===== src/rtl/vscale_dmem_scheduler_if.sv =====
// ----------------------------------------------------------------------------
// vscale_dmem_scheduler_if
//   Bundles the signals the DMEM scheduler observes on both cores' AHB-lite
//   address phase together with the grant signals it returns to the arbiter.
//
//   master modport : arbiter / core side (drives transfer info, reads grant)
//   slave  modport : scheduler side (reads transfer info, drives grant)
//
//   core_htrans_0/1     HASTI_TRANS_WIDTH  transfer type per core
//   core_hmastlock_0/1  1                  locked-sequence flag per core
//   dmem_hready         1                  DMEM accepts the address phase
//   next_core           CORE_IDX_WIDTH     owner for the next cycle
//   cur_core            CORE_IDX_WIDTH     registered current owner
//   sched_state         2                  scheduler FSM state (0 IDLE, 1 RUN, 2 LOCK)
// ----------------------------------------------------------------------------
interface vscale_dmem_scheduler_if;
  localparam int HASTI_TRANS_WIDTH = 2;
  localparam int CORE_IDX_WIDTH    = 1;

  logic [HASTI_TRANS_WIDTH-1:0] core_htrans_0;
  logic [HASTI_TRANS_WIDTH-1:0] core_htrans_1;
  logic                         core_hmastlock_0;
  logic                         core_hmastlock_1;
  logic                         dmem_hready;
  logic [CORE_IDX_WIDTH-1:0]    next_core;
  logic [CORE_IDX_WIDTH-1:0]    cur_core;
  logic [1:0]                   sched_state;

  modport master (
    output core_htrans_0, core_htrans_1,
    output core_hmastlock_0, core_hmastlock_1,
    output dmem_hready,
    input  next_core, cur_core, sched_state
  );

  modport slave (
    input  core_htrans_0, core_htrans_1,
    input  core_hmastlock_0, core_hmastlock_1,
    input  dmem_hready,
    output next_core, cur_core, sched_state
  );
endinterface


===== src/rtl/vscale_dmem_scheduler.sv =====
// ----------------------------------------------------------------------------
// vscale_dmem_scheduler
//   Round-robin owner selection for the shared DMEM port of a two-core vscale
//   system. The current owner keeps the port for up to QUANTUM accepted
//   address phases while the other core waits; ownership never changes while
//   DMEM is stalled or while the owner is inside a locked (hmastlock) sequence.
//   cur_core mirrors the arbiter's own registered owner.
//
//   Parameters
//     QUANTUM     accepted owner beats before yielding to a waiting core (>=1)
//     QCNT_WIDTH  width of the quantum counter, must hold QUANTUM-1
//
//   Ports
//     clk     clock, all state on posedge
//     reset   asynchronous, active-high
//     bus     scheduler side (slave) of vscale_dmem_scheduler_if
//
//   Optional build macro VSCALE_SCHED_STATS_EN adds saturating statistics:
//     sched_switch_cnt  [15:0]  number of grant changes
//     sched_wait_cnt_0  [15:0]  cycles core 0 requested without owning the port
//     sched_wait_cnt_1  [15:0]  cycles core 1 requested without owning the port
// ----------------------------------------------------------------------------
module vscale_dmem_scheduler #(
  parameter int QUANTUM    = 4,
  parameter int QCNT_WIDTH = 3
) (
  input  logic                    clk,
  input  logic                    reset,
  vscale_dmem_scheduler_if.slave  bus
`ifdef VSCALE_SCHED_STATS_EN
  ,
  output logic [15:0]             sched_switch_cnt,
  output logic [15:0]             sched_wait_cnt_0,
  output logic [15:0]             sched_wait_cnt_1
`endif
);

  typedef enum logic [1:0] {
    ST_IDLE = 2'd0,
    ST_RUN  = 2'd1,
    ST_LOCK = 2'd2
  } state_t;

  localparam logic [QCNT_WIDTH-1:0] QLAST = QCNT_WIDTH'(QUANTUM - 1);

  state_t                state_q, state_d;
  logic                  cur_q;
  logic                  next_own;
  logic [QCNT_WIDTH-1:0] qcnt_q, qcnt_d;

  logic req_0, req_1;
  logic req_own, req_oth, lock_own;
  logic accept, lock_hold, do_switch;

  // NONSEQ and SEQ both have bit 1 set; IDLE and BUSY do not.
  assign req_0 = bus.core_htrans_0[1];
  assign req_1 = bus.core_htrans_1[1];

  assign req_own  = cur_q ? req_1 : req_0;
  assign req_oth  = cur_q ? req_0 : req_1;
  assign lock_own = cur_q ? bus.core_hmastlock_1 : bus.core_hmastlock_0;

  assign accept = bus.dmem_hready & req_own;

  // The owner stays in a locked sequence while it keeps issuing locked beats.
  // State encoding 3 is unreachable and, not being LOCK, behaves as IDLE.
  assign lock_hold = (state_q == ST_LOCK) & req_own & lock_own;

  assign do_switch = bus.dmem_hready & req_oth & ~lock_hold &
                     (~req_own | (accept & (qcnt_q == QLAST) & ~lock_own));

  // NOTE: every signal written here gets a default first so no path leaves it
  // unassigned, which is what keeps this block from inferring latches.
  always_comb begin
    state_d  = state_q;
    qcnt_d   = qcnt_q;
    next_own = cur_q;

    if (bus.dmem_hready) begin
      next_own = do_switch ? ~cur_q : cur_q;

      // All states leave the same way: the state only records whether the
      // owner is mid-lock, which is what lock_hold needs next cycle.
      if (req_own && lock_own) begin
        state_d = ST_LOCK;
      end else if (req_own) begin
        state_d = ST_RUN;
      end else begin
        state_d = ST_IDLE;
      end

      if (do_switch) begin
        qcnt_d = '0;
      end else if (req_own && lock_own) begin
        // Quantum is ignored while locked; parking the counter at its limit
        // makes the owner yield on its first unlocked beat if the other waits.
        qcnt_d = QLAST;
      end else if (accept && qcnt_q != QLAST) begin
        qcnt_d = qcnt_q + QCNT_WIDTH'(1);
      end
    end
  end

  // NOTE: sequential state is updated with non-blocking assignments so every
  // register samples the pre-edge values, independent of block ordering.
  always_ff @(posedge clk or posedge reset) begin
    if (reset) begin
      state_q <= ST_IDLE;
      qcnt_q  <= '0;
      cur_q   <= 1'b0;
    end else begin
      state_q <= state_d;
      qcnt_q  <= qcnt_d;
      cur_q   <= next_own;
    end
  end

  // The arbiter loads next_core on the same edge as cur_q, so force core 0
  // while reset is held to keep both registers in agreement.
  assign bus.next_core   = reset ? 1'b0 : next_own;
  assign bus.cur_core    = cur_q;
  assign bus.sched_state = state_q;

`ifdef VSCALE_SCHED_STATS_EN
  always_ff @(posedge clk or posedge reset) begin
    if (reset) begin
      sched_switch_cnt <= '0;
      sched_wait_cnt_0 <= '0;
      sched_wait_cnt_1 <= '0;
    end else begin
      if (do_switch && sched_switch_cnt != 16'hFFFF) begin
        sched_switch_cnt <= sched_switch_cnt + 16'd1;
      end
      if (req_0 && cur_q && sched_wait_cnt_0 != 16'hFFFF) begin
        sched_wait_cnt_0 <= sched_wait_cnt_0 + 16'd1;
      end
      if (req_1 && !cur_q && sched_wait_cnt_1 != 16'hFFFF) begin
        sched_wait_cnt_1 <= sched_wait_cnt_1 + 16'd1;
      end
    end
  end
`endif

endmodule


===== src/flat_wrapper.sv =====
// flat-port wrapper written by rule: the top's interface ports become plain ports
module vscale_dmem_scheduler_flat 
#(
  parameter int QUANTUM    = 4,
  parameter int QCNT_WIDTH = 3
)
  (clk, reset, bus_core_htrans_0, bus_core_htrans_1, bus_core_hmastlock_0, bus_core_hmastlock_1, bus_dmem_hready, bus_next_core, bus_cur_core, bus_sched_state);
  vscale_dmem_scheduler_if bus_i ();
  input  logic clk;
  input  logic reset;
  input wire logic [$bits(bus_i.core_htrans_0)-1:0] bus_core_htrans_0;
  input wire logic [$bits(bus_i.core_htrans_1)-1:0] bus_core_htrans_1;
  input wire logic [$bits(bus_i.core_hmastlock_0)-1:0] bus_core_hmastlock_0;
  input wire logic [$bits(bus_i.core_hmastlock_1)-1:0] bus_core_hmastlock_1;
  input wire logic [$bits(bus_i.dmem_hready)-1:0] bus_dmem_hready;
  output wire logic [$bits(bus_i.next_core)-1:0] bus_next_core;
  output wire logic [$bits(bus_i.cur_core)-1:0] bus_cur_core;
  output wire logic [$bits(bus_i.sched_state)-1:0] bus_sched_state;
  assign bus_i.core_htrans_0 = bus_core_htrans_0;
  assign bus_i.core_htrans_1 = bus_core_htrans_1;
  assign bus_i.core_hmastlock_0 = bus_core_hmastlock_0;
  assign bus_i.core_hmastlock_1 = bus_core_hmastlock_1;
  assign bus_i.dmem_hready = bus_dmem_hready;
  assign bus_next_core = bus_i.next_core;
  assign bus_cur_core = bus_i.cur_core;
  assign bus_sched_state = bus_i.sched_state;
  vscale_dmem_scheduler #(.QUANTUM(QUANTUM), .QCNT_WIDTH(QCNT_WIDTH)) u_core (.clk(clk), .reset(reset), .bus(bus_i));
endmodule

===== config.mk =====
export PLATFORM = sky130hd
export DESIGN_NAME = vscale_dmem_scheduler_flat
export DESIGN_NICKNAME = d
export VERILOG_FILES = /design/src/rtl/vscale_dmem_scheduler_if.sv /design/src/rtl/vscale_dmem_scheduler.sv /design/src/flat_wrapper.sv
export SDC_FILE = /design/constraint.sdc
export NUM_CORES = 1
export LEC_CHECK = 0
export CAP_MARGIN = 10
export CORE_AREA = 8 8 45 47
export DETAILED_ROUTE_END_ITERATION = 7
export DIE_AREA = 0 0 53 55
export GPL_TIMING_DRIVEN = 0
export PLACE_DENSITY_LB_ADDON = 0.12
export SETUP_SLACK_MARGIN = 0.1
export SKIP_LAST_GASP = 1
export SYNTH_ARGS = -nofsm -noshare
export SYNTH_HDL_FRONTEND = slang
export SYNTH_SLANG_ARGS = --single-unit

===== constraint.sdc =====
create_clock -name clk -period 4.09 [get_ports clk]
set_input_delay 0.818 -clock clk [delete_from_list [all_inputs] [get_ports clk]]
set_output_delay 0.818 -clock clk [all_outputs]
set_load 0.05 [all_outputs]

==> results of run 1 <==
==> worst register-to-register path: stages, from the launching register on <==
cell	delay, ns
dfrtp_1	0.39
ha_1	0.20
ha_1	0.21
nand2b_1	0.10
a21oi_1	0.09
o41a_1	0.45
o22ai_2	0.12
==> stage by stage <==
| step | utilization | instance area [sq um] | hold WS [ns] | worst slack [ns] |
|---|---|---|---|---|
| after global routing | 0.392 | 542 | 0.553 | 0.408 |
| final | 0.392 | 542 | 0.523 | 0.485 |
| after global placement | 0.375 | 519 | 0.474 | 0.477 |
| after floorplan | - | 409 | 0.464 | 1.23 |
| after detailed placement | 0.375 | 519 | 0.521 | 0.482 |
| after CTS | 0.392 | 542 | 0.532 | 0.476 |
==> routing by layer <==
layer / track usage / vias to the layer above / part of all wire
li1: - / 176 / -
met1: 0.0783 / 165 / 0.40
met2: 0.139 / 14 / 0.49
met3: 0.0428 / 2 / 0.088
met4: 0.0647 / 0 / 0.018
met5: 0 / - / 0
==> layout by cell type (no fill, tap or decap), types with 2 or more instances in the layout <==
master	synthesis	final
a21oi_1	4	4
clkbuf_4	0	3
clkdlybuf4s50_1	0	9
dfrtp_1	6	6
ha_1	2	2
inv_1	2	2
nand2_1	4	4
nand2b_1	4	4
==> worst min path at each step <==
stage / endpoint / startpoint
2_1_floorplan: u_core.qcnt_q[2] / u_core.qcnt_q[2]
3_3_place_gp: u_core.bus.sched_state[0] / u_core.bus.sched_state[0]
3_5_place_dp: u_core.bus.sched_state[0] / u_core.bus.sched_state[0]
4_1_cts: u_core.bus.sched_state[0] / u_core.bus.sched_state[0]
5_1_grt: u_core.bus.sched_state[0] / u_core.bus.sched_state[0]
6_report: u_core.bus.sched_state[0] / u_core.bus.sched_state[0]
==> registers in the layout, summed over array words and instances, names as in the netlist <==
register	cells
u_core.bus.sched_state	2
u_core.qcnt_q	3
u_core.bus.cur_core	1
==> cell families after synthesis <==
kind of cell             Yosys count  share of synthesized area
multiplexers                       1                     0.0245
buffers and inverters              4                     0.0581
AND/OR/NAND/NOR                   13                      0.174
AO/OA/AOI/OAI                     15                      0.315
flip-flops                         6                      0.367
adder cells (fa/ha/maj)            2                     0.0612
==> power by group through the flow <==
stage | Sequential (mW) | Clock, mW | Combinational [mW]
floorplan | 0.118 | 0 | 0.114
global placement | 0.0941 | 0 | 0.180
detailed placement | 0.0966 | 0 | 0.187
CTS | 0.0958 | 0.0570 | 0.189
global route | 0.0976 | 0.0599 | 0.205
finish | 0.0955 | 0.0551 | 0.186
==> Yosys cell counts <==
cell / number / share of area
nand2b_2: 1 / 0.021
ha_1: 2 / 0.061
inv_1: 2 / 0.018
nand2b_1: 4 / 0.061
o221a_1: 1 / 0.028
a21o_1: 1 / 0.018
buf_6: 1 / 0.028
buf_2: 1 / 0.012
a21oi_4: 1 / 0.040
o221ai_1: 1 / 0.021
o22ai_2: 1 / 0.031
mux2i_1: 1 / 0.024
or2b_1: 1 / 0.018
dfrtp_1: 6 / 0.37
o21ai_0: 1 / 0.012
o211a_1: 1 / 0.024
nand3_1: 1 / 0.012
o21a_1: 1 / 0.018
a32oi_1: 1 / 0.021
a32o_1: 1 / 0.024
nand2_1: 4 / 0.037
nor2_1: 1 / 0.0092
nor2b_1: 1 / 0.015
o41a_1: 1 / 0.028
a21oi_1: 4 / 0.049
==> final cells by class <==
| type | instances | area (sq um) |
|---|---|---|
| Timing Repair Buffer | 9 | 90.1 |
| Sequential cell | 6 | 150 |
| Tap cell | 16 | 20.0 |
| Buffer | 2 | 16.3 |
| Clock buffer | 3 | 22.5 |
| Inverter | 2 | 7.51 |
| Fill cell | 150 | 842 |
| Multi-Input combinational cell | 31 | 235 |
==> flow_summary.toml, run 1 <==
[synthesis]
ys_seq_elements = 6
seq_area_frac_synth = 0.367
synth_fp_nets = 52
synth_area_sq_um = 409
syn_inst = 41
synth-warning-count = 0
synth_cell_types = 25
syn_area_per_cell_sq_um = 9.98

[setup_path]
worstPathMaxFanout = 4
worstSetupEndpoint = "bus_next_core"
startpoint = "bus_core_hmastlock_0"
reg2reg_to = "u_core.qcnt_q[2]"
arrival_ns = 2.79
r2r_setup_slack_ns = 2.45
cp-end-kind = "output pin"
r2r_start = "u_core.qcnt_q[0]"
max_stage_delay_ns = 0.82
critPathTopFamily = "buffers and inverters"
path_buf_inv = 2
cp.required_ns = 3.27
start_kind = "primary input"
reg2reg_depth = 6
path_cells = "clkdlybuf4s50_1 -> nand2b_1 -> a21oi_1 -> mux2i_1 -> a21oi_1 -> clkdlybuf4s50_1"
slowest_stage = "clkdlybuf4s50_1"
cp.depth = 6
crit_type = "primary input to output pin"

[clocking]
clk_pin_slew_ns = 0.05
ctsHoldBuffers = 0
htree_num_levels = 1
post_cts_buffers = 0
root_buffer = "clkbuf_4"
post_cts_resized = 0
clk_latency_ns = 0.25
cts_tree = "yes"
cts_buffer_depth = 2
cts_made_buffers = 3
cts_sinks = 6

[grt]
antenna_found_initial = 0
grt_pass1_vias = 377
grtUsageTotal = 0.0839
globalRouteOverflowTotal = 0
grt_pass1_wl_um = 1730
grt_max_degree = 10

[min_path]
min_path_cells = 1
hold_class = "flip-flop to flip-flop"

[timing]
rsz0062_at_grt = "false"
fin_crit_ns = 3.60
fin_worst_skew_ns = 0.00669
finalSetupTns_ns = 0
slew_headroom = 0.664
slew_viol_final = 0
max_freq_ghz = 0.277
hold_viol_final = 0
fin_crit_sh = 0.881
worstMarginPinSlew_ns = 0.502
setup_violations = 0

[power]
leakagePower_nw = 0.228
p_per_area_nw_per_um2 = 621
ir_drop_uv = 267
netSwitchingPower_mw = 0.140
pwr-share-clk = 0.164
power.share.sequential = 0.284
p_total_mw = 0.337
comb_power_share = 0.553
switching_share = 0.417
internal_power_mw = 0.196

[route]
viasPerCell = 5.17
wl_um = 1050
route.vias.total = 357
drt.antenna.violating_nets = 0
first_pass_iters = 4
route.detailed.drc = 0
detail_route.wl_per_cell_um = 15.2
drt_iter0_drc = 7

[floorplan]
fp-row-count = 14
initial_utilization = 0.296
die_h_um = 55
dieArea_sq_um = 2920
pin_count = 13
coreArea_sq_um = 1380
die_x_um = 53

[final_layout]
syn2layout_area_growth_pct = 32.4
stdcell_count = 69
nets = 66
drive_above_1_share = 0.151
n_antenna_cell = 0

[place]
port_buffers = 9
placed_cells = 66
gp_congestion = 0.659
dpl.hpwl_um = 830

[status]
outcome = "finished, final reports clean"

[run]
maxCapViolCount = 0
Power figures use the tool's default switching activity.
==> run 2: changes to the inputs <==
--- a/config.mk
+++ b/config.mk
@@ -12,7 +12,6 @@
 export GPL_TIMING_DRIVEN = 0
 export PLACE_DENSITY_LB_ADDON = 0.12
 export SETUP_SLACK_MARGIN = 0.1
-export SKIP_LAST_GASP = 1
 export SYNTH_ARGS = -nofsm -noshare
 export SYNTH_HDL_FRONTEND = slang
 export SYNTH_SLANG_ARGS = --single-unit
==> results of run 2 <==
Final layout, timing and power as in run 1 (identical DEF).
==> run 3: changes to the inputs <==
--- a/config.mk
+++ b/config.mk
@@ -12,6 +12,7 @@
 export GPL_TIMING_DRIVEN = 0
 export PLACE_DENSITY_LB_ADDON = 0.12
 export SETUP_SLACK_MARGIN = 0.1
+export SKIP_CTS_REPAIR_TIMING = 1
 export SYNTH_ARGS = -nofsm -noshare
 export SYNTH_HDL_FRONTEND = slang
 export SYNTH_SLANG_ARGS = --single-unit
==> results of run 3 <==
Final layout, timing and power as in run 1 (identical DEF).
